==> src/rtl/bias_bank_sel_seq_if.sv <==
// Load/request/result bundle between the bias-loading controller (master) and
// bias_bank_sel_seq (slave).
interface bias_bank_sel_seq_if #(
  parameter int unsigned N_adder_tree = 16,
  parameter int unsigned BIAS_W       = 18,
  parameter int unsigned N_BANKS      = 8
);
  localparam int unsigned SEL_W = $clog2(N_BANKS);
  localparam int unsigned VEC_W = N_adder_tree * BIAS_W;

  logic             ld_en;
  logic [SEL_W-1:0] ld_addr;
  logic [VEC_W-1:0] ld_data;
  logic             seq_mode;
  logic             sel_valid;
  logic [SEL_W-1:0] sel;
  logic             seq_clr;
  logic [VEC_W-1:0] BIAS;
  logic             bias_valid;
  logic             sel_err;
  logic [SEL_W-1:0] cur_bank;

  modport master (
    output ld_en, ld_addr, ld_data, seq_mode, sel_valid, sel, seq_clr,
    input  BIAS, bias_valid, sel_err, cur_bank
  );

  modport slave (
    input  ld_en, ld_addr, ld_data, seq_mode, sel_valid, sel, seq_clr,
    output BIAS, bias_valid, sel_err, cur_bank
  );
endinterface

==> src/rtl/bias_bank_sel_seq.sv <==
// Banked bias-vector store with explicit or sequential selection and a registered,
// valid-qualified output. Define BIAS_BANK_OUT_PIPE_EN for a second output stage.
module bias_bank_sel_seq #(
  parameter int unsigned N_adder_tree = 16,
  parameter int unsigned BIAS_W       = 18,
  parameter int unsigned N_BANKS      = 8,
  localparam int unsigned SEL_W       = $clog2(N_BANKS)
) (
  input logic                clk,
  input logic                rst,
  bias_bank_sel_seq_if.slave bus
);

  localparam int unsigned VEC_W = N_adder_tree * BIAS_W;

  logic [VEC_W-1:0]   bank_q [N_BANKS];
  logic [N_BANKS-1:0] loaded_q, loaded_d;
  logic [SEL_W-1:0]   cnt_q, cnt_d;

  logic               ld_in_range;
  logic               ld_we;
  logic [SEL_W-1:0]   idx;
  logic               idx_in_range;
  logic [VEC_W-1:0]   rd_data;
  logic               rd_loaded;
  logic               wr_through;
  logic               hit;

  // Stage 1 output register
  logic               s1_valid_q, s1_valid_d;
  logic [VEC_W-1:0]   s1_bias_q, s1_bias_d;
  logic               s1_err_q, s1_err_d;
  logic [SEL_W-1:0]   s1_bank_q, s1_bank_d;

  // Widened by one bit so N_BANKS == 2**SEL_W still compares correctly.
  assign ld_in_range  = {1'b0, bus.ld_addr} < (SEL_W + 1)'(N_BANKS);
  assign ld_we        = bus.ld_en && ld_in_range && !rst;
  assign idx          = bus.seq_mode ? cnt_q : bus.sel;
  assign idx_in_range = {1'b0, idx} < (SEL_W + 1)'(N_BANKS);

  always_comb begin
    rd_data   = '0;
    rd_loaded = 1'b0;
    for (int b = 0; b < int'(N_BANKS); b++) begin
      if (idx == SEL_W'(b)) begin
        rd_data   = bank_q[b];
        rd_loaded = loaded_q[b];
      end
    end
  end

  // A load to the requested bank in the same cycle is forwarded to the output.
  assign wr_through = ld_we && (bus.ld_addr == idx);
  assign hit        = wr_through || (idx_in_range && rd_loaded);

  always_comb begin
    loaded_d = loaded_q;
    if (ld_we) begin
      for (int b = 0; b < int'(N_BANKS); b++) begin
        if (bus.ld_addr == SEL_W'(b)) loaded_d[b] = 1'b1;
      end
    end
  end

  always_comb begin
    cnt_d = cnt_q;
    if (bus.seq_clr) begin
      cnt_d = '0;
    end else if (bus.seq_mode && bus.sel_valid) begin
      cnt_d = (cnt_q == SEL_W'(N_BANKS - 1)) ? '0 : cnt_q + 1'b1;
    end
  end

  always_comb begin
    s1_valid_d = bus.sel_valid;
    s1_bias_d  = s1_bias_q;
    s1_err_d   = s1_err_q;
    s1_bank_d  = s1_bank_q;
    if (bus.sel_valid) begin
      s1_bank_d = idx;
      s1_err_d  = !hit;
      if (wr_through) begin
        s1_bias_d = bus.ld_data;
      end else if (hit) begin
        s1_bias_d = rd_data;
      end else begin
        s1_bias_d = '0;
      end
    end
  end

  // Bank contents deliberately survive reset; only the loaded flags are cleared.
  always_ff @(posedge clk) begin
    for (int b = 0; b < int'(N_BANKS); b++) begin
      if (ld_we && (bus.ld_addr == SEL_W'(b))) bank_q[b] <= bus.ld_data;
    end
  end

  always_ff @(posedge clk) begin
    if (rst) begin
      loaded_q   <= '0;
      cnt_q      <= '0;
      s1_valid_q <= 1'b0;
      s1_bias_q  <= '0;
      s1_err_q   <= 1'b0;
      s1_bank_q  <= '0;
    end else begin
      loaded_q   <= loaded_d;
      cnt_q      <= cnt_d;
      s1_valid_q <= s1_valid_d;
      s1_bias_q  <= s1_bias_d;
      s1_err_q   <= s1_err_d;
      s1_bank_q  <= s1_bank_d;
    end
  end

`ifdef BIAS_BANK_OUT_PIPE_EN
  logic             s2_valid_q;
  logic [VEC_W-1:0] s2_bias_q;
  logic             s2_err_q;
  logic [SEL_W-1:0] s2_bank_q;

  // Stage 1 already holds on idle cycles, so a plain copy preserves hold semantics.
  always_ff @(posedge clk) begin
    if (rst) begin
      s2_valid_q <= 1'b0;
      s2_bias_q  <= '0;
      s2_err_q   <= 1'b0;
      s2_bank_q  <= '0;
    end else begin
      s2_valid_q <= s1_valid_q;
      s2_bias_q  <= s1_bias_q;
      s2_err_q   <= s1_err_q;
      s2_bank_q  <= s1_bank_q;
    end
  end

  assign bus.bias_valid = s2_valid_q;
  assign bus.BIAS       = s2_bias_q;
  assign bus.sel_err    = s2_err_q;
  assign bus.cur_bank   = s2_bank_q;
`else
  assign bus.bias_valid = s1_valid_q;
  assign bus.BIAS       = s1_bias_q;
  assign bus.sel_err    = s1_err_q;
  assign bus.cur_bank   = s1_bank_q;
`endif

endmodule

==> src/flat_wrapper.sv <==
// flat-port wrapper written by rule: the top's interface ports become plain ports
module bias_bank_sel_seq_flat 
#(
  parameter int unsigned N_adder_tree = 16,
  parameter int unsigned BIAS_W       = 18,
  parameter int unsigned N_BANKS      = 8,
  localparam int unsigned SEL_W       = $clog2(N_BANKS)
)
  (clk, rst, bus_ld_en, bus_ld_addr, bus_ld_data, bus_seq_mode, bus_sel_valid, bus_sel, bus_seq_clr, bus_BIAS, bus_bias_valid, bus_sel_err, bus_cur_bank);
  bias_bank_sel_seq_if #(.N_adder_tree(N_adder_tree), .BIAS_W(BIAS_W), .N_BANKS(N_BANKS)) bus_i ();
  input logic clk;
  input logic rst;
  input wire logic [$bits(bus_i.ld_en)-1:0] bus_ld_en;
  input wire logic [$bits(bus_i.ld_addr)-1:0] bus_ld_addr;
  input wire logic [$bits(bus_i.ld_data)-1:0] bus_ld_data;
  input wire logic [$bits(bus_i.seq_mode)-1:0] bus_seq_mode;
  input wire logic [$bits(bus_i.sel_valid)-1:0] bus_sel_valid;
  input wire logic [$bits(bus_i.sel)-1:0] bus_sel;
  input wire logic [$bits(bus_i.seq_clr)-1:0] bus_seq_clr;
  output wire logic [$bits(bus_i.BIAS)-1:0] bus_BIAS;
  output wire logic [$bits(bus_i.bias_valid)-1:0] bus_bias_valid;
  output wire logic [$bits(bus_i.sel_err)-1:0] bus_sel_err;
  output wire logic [$bits(bus_i.cur_bank)-1:0] bus_cur_bank;
  assign bus_i.ld_en = bus_ld_en;
  assign bus_i.ld_addr = bus_ld_addr;
  assign bus_i.ld_data = bus_ld_data;
  assign bus_i.seq_mode = bus_seq_mode;
  assign bus_i.sel_valid = bus_sel_valid;
  assign bus_i.sel = bus_sel;
  assign bus_i.seq_clr = bus_seq_clr;
  assign bus_BIAS = bus_i.BIAS;
  assign bus_bias_valid = bus_i.bias_valid;
  assign bus_sel_err = bus_i.sel_err;
  assign bus_cur_bank = bus_i.cur_bank;
  bias_bank_sel_seq #(.N_adder_tree(N_adder_tree), .BIAS_W(BIAS_W), .N_BANKS(N_BANKS)) u_core (.clk(clk), .rst(rst), .bus(bus_i));
endmodule
==> config.mk <==
export PLATFORM = sky130hd
export DESIGN_NAME = bias_bank_sel_seq_flat
export DESIGN_NICKNAME = d
export VERILOG_FILES = /design/src/rtl/bias_bank_sel_seq_if.sv /design/src/rtl/bias_bank_sel_seq.sv /design/src/flat_wrapper.sv
export SDC_FILE = /design/constraint.sdc
export NUM_CORES = 2
export LEC_CHECK = 0
export BUFFER_PORTS_ARGS = -buffer_cell sky130_fd_sc_hd__buf_2
export CORE_ASPECT_RATIO = 1.25
export CORE_MARGIN = 2
export CORE_UTILIZATION = 50
export CTS_CLUSTER_DIAMETER = 50
export DETAILED_ROUTE_END_ITERATION = 10
export PLACE_DENSITY = 0.67
export SETUP_SLACK_MARGIN = 0.1
export SLEW_MARGIN = 20
export SYNTH_ARGS = -nofsm -noshare
export SYNTH_HDL_FRONTEND = slang
export SYNTH_SLANG_ARGS = --single-unit
==> constraint.sdc <==
create_clock -name clk -period 23.6 [get_ports clk]
set_input_delay 0 -clock clk [delete_from_list [all_inputs] [get_ports clk]]
set_output_delay 0 -clock clk [all_outputs]
set_load 0.01 [all_outputs]
# Word level (Yosys, flattened, before mapping)
# Memory sizes are Yosys's and may differ from the RTL's.
# Index checks and enable logic that the tools add are counted.
# W data, S select, Z words.
totals:
  memories: 1
  in_bits: 300
  output_inout_bits: 293
  ff_bits: 304
  ram_bits: 2304
mem_list:
  columns: ["name", "depth", "width", "rd", "rd_ports_with_merged_regs", "wr", "line", "rtl"]
  rows:
  - ["u_core.bank_q", 8, 288, 8, 0, 1, "bias_bank_sel_seq.sv:16", "logic [VEC_W-1:0] bank_q [N_BANKS];"]
classes:
  muxes: 57
  n_addsub: 1
  n_eq_ne: 16
  reduce_logical: 32
ops:
  columns: ["op", "count"]
  rows:
  - ["$mux W288", 17]
  - ["$reduce_or A288 Y1", 7]
  - ["$mux W1", 31]
  - ["$eq A3 B3 Y1 const B", 9]
  - ["$mux W3", 9]
  - ["$reduce_and A2 Y1", 8]
  - ["$eq A3 B2 Y1 const B", 4]
  - ["$logic_and A1 B1 Y1", 11]
  - ["$eq A3 B1 Y1 const B", 2]
  - ["$logic_not A3 Y1", 2]
  - ["$add A3 B1 Y3 const B", 1]
  - ["$eq A3 B3 Y1", 1]
  - ["$logic_not A1 Y1", 2]
  - ["$reduce_or A2 Y1", 1]
  - ["$logic_or A1 B1 Y1", 1]

# Depth between registers and ports, before layout
logic_depth:
  word_depth: 13
  depth_mapped: 11

# Worst setup path before layout
# Ideal clock, no wire load.
synth_path:
  path_type: "input port to flip-flop"
  start: "input port rst"
  end: "memory u_core.bank_q[0][0] (netlist bit), enable pin"
  slack_ps: 2454
  setup_time_ps: 1297
  stages: 4
  arrival_time_ps: 19849
  cell_sequence: "clkbuf_1 -> nor2b_1 -> nand2b_1 -> nor3_1"
synth_between:
  elab_chain_cells: 13
synth_rtl:
  columns: ["item", "line", "rtl"]
  rows:
  - ["start, declared", "flat_wrapper.sv:12", "input logic rst;"]
  - ["$logic_not A1 Y1 (*)", "bias_bank_sel_seq.sv:37", "assign ld_we = bus.ld_en && ld_in_range && !rst;"]
  - ["$logic_and A1 B1 Y1 (*)", "bias_bank_sel_seq.sv:37", null]
  - ["$logic_and A1 B1 Y1", "bias_bank_sel_seq.sv:95", "if (ld_we && (bus.ld_addr == SEL_W'(b))) bank_q[b] <= bus.ld_data;"]
  - ["$mux W1", "bias_bank_sel_seq.sv:95", null]
  - ["$mux W1 (implied by the code)", "bias_bank_sel_seq.sv:95", null]
  - ["$reduce_or A288 Y1 (no source line)", null, null]
  - ["$mux W3 (no source line) or $mux W1 (tied branches) (7 in a row)", null, null]
  - ["end, declared", "bias_bank_sel_seq.sv:16", null]
# Mark *: on every way between the ends. The rest lies on a longest branch, timed or not.

# Final worst setup path
layout_path:
  start: "register u_core.cnt_q[1]"
  end: "register u_core.s1_bias_q[164], in the netlist u_core.bus.BIAS[164]"
layout_between:
  elab_chain_cells: 13
layout_rtl:
  columns: ["item", "line", "rtl"]
  rows:
  - ["start, declared", "bias_bank_sel_seq.sv:18", "logic [SEL_W-1:0] cnt_q, cnt_d;"]
  - ["start signal, assigned", "bias_bank_sel_seq.sv:109", "cnt_q <= cnt_d;"]
  - ["$mux W3 (*)", "bias_bank_sel_seq.sv:38", "assign idx = bus.seq_mode ? cnt_q : bus.sel;"]
  - ["$logic_not A3 Y1", "bias_bank_sel_seq.sv:45", "if (idx == SEL_W'(b)) begin"]
  - ["$mux W1 (8 in a row)", "bias_bank_sel_seq.sv:45", null]
  - ["$logic_or A1 B1 Y1", "bias_bank_sel_seq.sv:54", "assign hit = wr_through || (idx_in_range && rd_loaded);"]
  - ["$mux W288", "bias_bank_sel_seq.sv:84", "end else if (hit) begin"]
  - ["$mux W288 (*)", "bias_bank_sel_seq.sv:82", "if (wr_through) begin"]
  - ["end signal, assigned", "bias_bank_sel_seq.sv:111", "s1_bias_q <= s1_bias_d;"]
  - ["end, declared", "bias_bank_sel_seq.sv:31", "logic [VEC_W-1:0] s1_bias_q, s1_bias_d;"]
# Marked as above.
# A chain may end at the register's enable or synchronous reset.

==> results.md <==
Setup path:
- The required time at the endpoint of the critical path is between 20 and 25 ns.
- The worst register-to-register path ends at u_core.bus.BIAS[164].
- For this run, the slowest stage of the critical path takes ~1.0 ns.
- The logic depth of the worst register-to-register path is 12.
- The slowest cell on the critical path is sky130_fd_sc_hd__buf_4.
- STA classifies the critical path endpoint as a flip-flop.
- The critical path goes through mux2i_4, buf_4, buf_4, buf_12, mux2i_1, o22ai_1, o22ai_2, or3_4, buf_4, buf_4, buf_4, o22ai_1.
- The worst reg2reg path startpoint is u_core.cnt_q[1].
- The arrival time at the worst endpoint is 8.10 ns.
- The most repeated library cell on the critical path is sky130_fd_sc_hd__buf_4.
- The most critical setup path has its startpoint at u_core.cnt_q[1].
- The setup slack of the most critical reg-to-reg path is between 15 and 20 ns.
- The type of element launching the critical path is a flip-flop.
- By startpoint and endpoint, the worst setup path is classified as flip-flop to flip-flop.
- The maximum fanout encountered on the critical timing path is 90.

Die:
- From left edge to right edge, the die measures 411 µm.
- The starting density of the core is 0.503.
- The die footprint is 210000 µm².
- The core region is between 200000 and 250000 µm².
- The initialized floorplan defines approximately 190 standard-cell rows.
- The die is about 500 µm tall.
- The top-level port count is a little under 600.

Yosys:
- A synthesized cell averages around 15 µm².
- Yosys instantiated no cell more often than sky130_fd_sc_hd__edfxtp_1.
- The most common flop cell mapped by yosys is sky130_fd_sc_hd__edfxtp_1.
- The total of warnings raised by yosys is 0.
- By count the netlist is led by sky130_fd_sc_hd__edfxtp_1, sky130_fd_sc_hd__nand2_1, sky130_fd_sc_hd__mux2i_1, sky130_fd_sc_hd__clkbuf_1, sky130_fd_sc_hd__dfxtp_1.
- For this run, the register share of the synthesized area comes to 0.728.
- The share of synthesized flip-flops with an asynchronous set or reset is 0.
- Counting distinct cell types in the post-synthesis netlist gives 53.
- The share of synthesized cell area in and, or, nand and nor gates is 0.0455.
- After synthesis the cells add up to about 100000 µm².
- Of the total synthesized cell area, the portion taken by XOR and XNOR cells is 0.000254.
- The synthesized-area fraction occupied by adder cells is 0.000242.
- After synthesis the netlist holds a flip-flop and latch count of about 2600.
- By area, the combinational part of the netlist is dominated by compound AO/OA/AOI/OAI gates.
- The number of nets handed over by synthesis was 6982.
- Synthesis produced about 6700 cells.
- Yosys mapped a number of flops with a built-in enable equal to 2304.
- The largest total area in the synthesized netlist belongs to sky130_fd_sc_hd__edfxtp_1.
- After synthesis, the share of cell area in mux cells is 0.0512.
- After synthesis, the cell types taking the most area are sky130_fd_sc_hd__edfxtp_1, sky130_fd_sc_hd__dfxtp_1, sky130_fd_sc_hd__mux2i_1.
- The share of synthesized area in the top cell type comes to 0.669.
- The compound-cell area share of the yosys netlist was 0.151.

Global route:
- The via count of the first global-routing pass came to 69200.
- Entering global routing, the biggest net connects 173 pins.
- The initial antenna violation count came to 38.
- The overall routing resource usage is 0.277.
- The first global-routing pass estimated ~440000 µm of wire.
- For this run the aggregate overflow at the end of global routing stands at 0.

Placed design:
- The worst slack after detailed placement is 16.27 ns.
- At the end of routability-driven placement, the weighted congestion stood at ~0.80.
- The half-perimeter wire length after detailed placement is approximately 150000 µm.
- Port buffering added approximately 590 buffers.

Power:
- The internal portion of total power is 7700 µW.
- Power spread over the standard cell area amounts to around 80 nW/µm².
- The maximum VDD drop is 0.0778 mV.
- The clock network fraction of design power is 0.407.
- The share of total power dissipated in sequential elements is 0.520.
- The switching portion of total power is 0.223.
- The analysis attributes to net switching a power of roughly 2200 µW.
- For this design the static power due to leakage is roughly 0.043 µW.
- The share of total power in combinational logic is 0.073.

STA:
- For the final database, setup skew stands at ~0.066 ns.
- Setup repair after global routing left no endpoint under its margin.
- For this run, the top clock speed supported by timing is 135 MHz.
- The final critical delay including setup and external delays is roughly 7.4 ns.
- Setup violations remaining at the end of the flow were counted as 0.
- The worst relative slew slack is 0.187.
- The sum of negative setup slack is 0 ns.
- The final hold violation count was 0.
- The final worst setup slack is between 15 and 20 ns.
- For the pin with the worst max-slew slack, the measured transition is ~1.2 ns.
- The portion of the clock cycle consumed by the worst path in the final layout is 0.313.
- The final count of pins violating max slew was 0.

Detailed routing:
- The number of remaining DRC errors is 0.
- For this block, the via count after detailed routing is 68400.
- For this block, the routed nets add up to 299000 µm of wire.
- The routed length per placed instance is between 20 and 30 µm.
- The iteration-0 DRC count of the detailed router is roughly 7400.
- In the routed layout, each cell is associated on average with a via count of about 6.3.
- Once detail routing completed, the nets flagged for antenna violations numbered 0.
- The pre-antenna-repair detailed-routing pass consisted of 5 iterations.

Clock tree:
- After clock tree synthesis, the clock-pin slew on the worst setup and hold paths is 0.07 ns.
- The post-CTS repair timing setup buffer count is 0.
- In this run the number of H-tree levels came out at 4.
- The longest clock path from root to sink contains 3 buffers.
- The number of gates resized after cts is 0.
- The number of clock buffers added by TritonCTS is 241.
- The clock root buffer is sky130_fd_sc_hd__clkbuf_16.
- Clock latency on the worst-skew pair, taken at its later pin, is roughly 0.9 ns.
- The number of sinks on the clock net is roughly 2600.
- The CTS tree is done.
- The cts-stage hold buffer count is around 730.

Status:
- The run finished with clean final reports.

Layout:
- The number of nets in the final layout is ~8100.
- The post-synthesis to final-layout area growth is 20.3%.
- The ratio of cells with drive above 1 in the final layout is 0.169.

Min path:
- The path class of the tightest hold or removal check is input port to flip-flop.
- Counting instances, the worst hold path has a depth of 4.
- For hold timing, the worst endpoint is u_core.bus.BIAS[234].
- The startpoint of the lowest-slack hold path is bus_ld_data[234].

Run:
- The number of max-capacitance violations reported is 0.
## routing by layer
metal	vias to the layer above	global-route usage	wire, µm
li1	29500	-	-
met1	34900	0.369	120000
met2	3386	0.448	142000
met3	593	0.0694	30500
met4	50	0.0811	7300
met5	-	0	318
## worst max-delay path: cells and delay by family (launching register included)
family                 cells  cell delay (ns)
and+or+nand+nor            1             0.70
buffers and inverters      6             4.81
muxes                      2             0.45
DFF                        1             0.41
AOI/OAI and AO/OA          3             0.57
## area by class of cell
class                           count  area [µm²]
Fill cell                       15200       81100
Sequential cell                  2608       75300
Multi-Input combinational cell   3520       25800
Timing Repair Buffer             1459       11500
Clock buffer                      327        6850
Tap cell                         2726        3410
Clock inverter                    135        1550
Antenna cell                       15        37.5
Inverter                            1        3.75
## layout by cell type, fill, tap and decap left out, types with 67 or more instances in the layout
master	n
sky130_fd_sc_hd__buf_2	590
sky130_fd_sc_hd__o221ai_1	73
sky130_fd_sc_hd__o22ai_1	145
sky130_fd_sc_hd__a221oi_1	215
sky130_fd_sc_hd__o21ai_0	239
sky130_fd_sc_hd__dfxtp_1	304
sky130_fd_sc_hd__a31oi_1	221
sky130_fd_sc_hd__buf_4	127
sky130_fd_sc_hd__o2111ai_1	215
sky130_fd_sc_hd__dlygate4sd3_1	729
sky130_fd_sc_hd__nand2_1	725
sky130_fd_sc_hd__mux2i_1	458
sky130_fd_sc_hd__edfxtp_1	2304
sky130_fd_sc_hd__o22a_1	215
sky130_fd_sc_hd__clkbuf_16	245
sky130_fd_sc_hd__a32oi_1	282
sky130_fd_sc_hd__nor2b_1	223
sky130_fd_sc_hd__o22ai_2	127
sky130_fd_sc_hd__a22oi_1	67
## power groups by stage
stage	logic (µW)	registers [µW]	clock network [µW]
detailed placement	608	5250	0
global route	771	5160	4260
global placement	596	5240	0
CTS	716	5150	4090
finish	724	5150	4040
floorplan	351	5280	0
## metrics by stage
step | hold slack, ns | utilization | cells | total power (µW) | cell area, µm²
after floorplan | 0.0768 | - | 6680 | 5630 | 103000
after global placement | 0.214 | 0.529 | 9584 | 5840 | 109000
after detailed placement | 0.215 | 0.529 | 9584 | 5860 | 109000
after CTS | 0.00146 | 0.605 | 10800 | 9950 | 124000
after global routing | 0.0342 | 0.605 | 10800 | 10200 | 124000
final | 0.0609 | 0.605 | 10800 | 9920 | 124000
## how the worst max path moves through the flow
stage / endpoint
final: u_core.bus.BIAS[164]
after detailed placement: u_core.bus.BIAS[164]
after floorplan: u_core.bank_q[0][0]
after CTS: u_core.bus.BIAS[164]
after global routing: u_core.bus.BIAS[214]
after global placement: u_core.bus.BIAS[164]
## state kept, by name (all words and copies together) (netlist names)
signal                 count
u_core.bank_q           2304
u_core.bus.BIAS          288
u_core.bus.bias_valid      1
u_core.bus.cur_bank        3
u_core.bus.sel_err         1
u_core.cnt_q               3
u_core.loaded_q            8
## cells by family (layout without fill, tap and decap cells)
family,count (synthesis),after routing
xor+xnor,3,3
compound gates,1950,1950
flops,2608,2608
other cells,0,15
mux,512,512
buf+inv,552,1922
fa+ha+maj,2,2
simple gates,1053,1053
(Power assumes the default switching activity.)
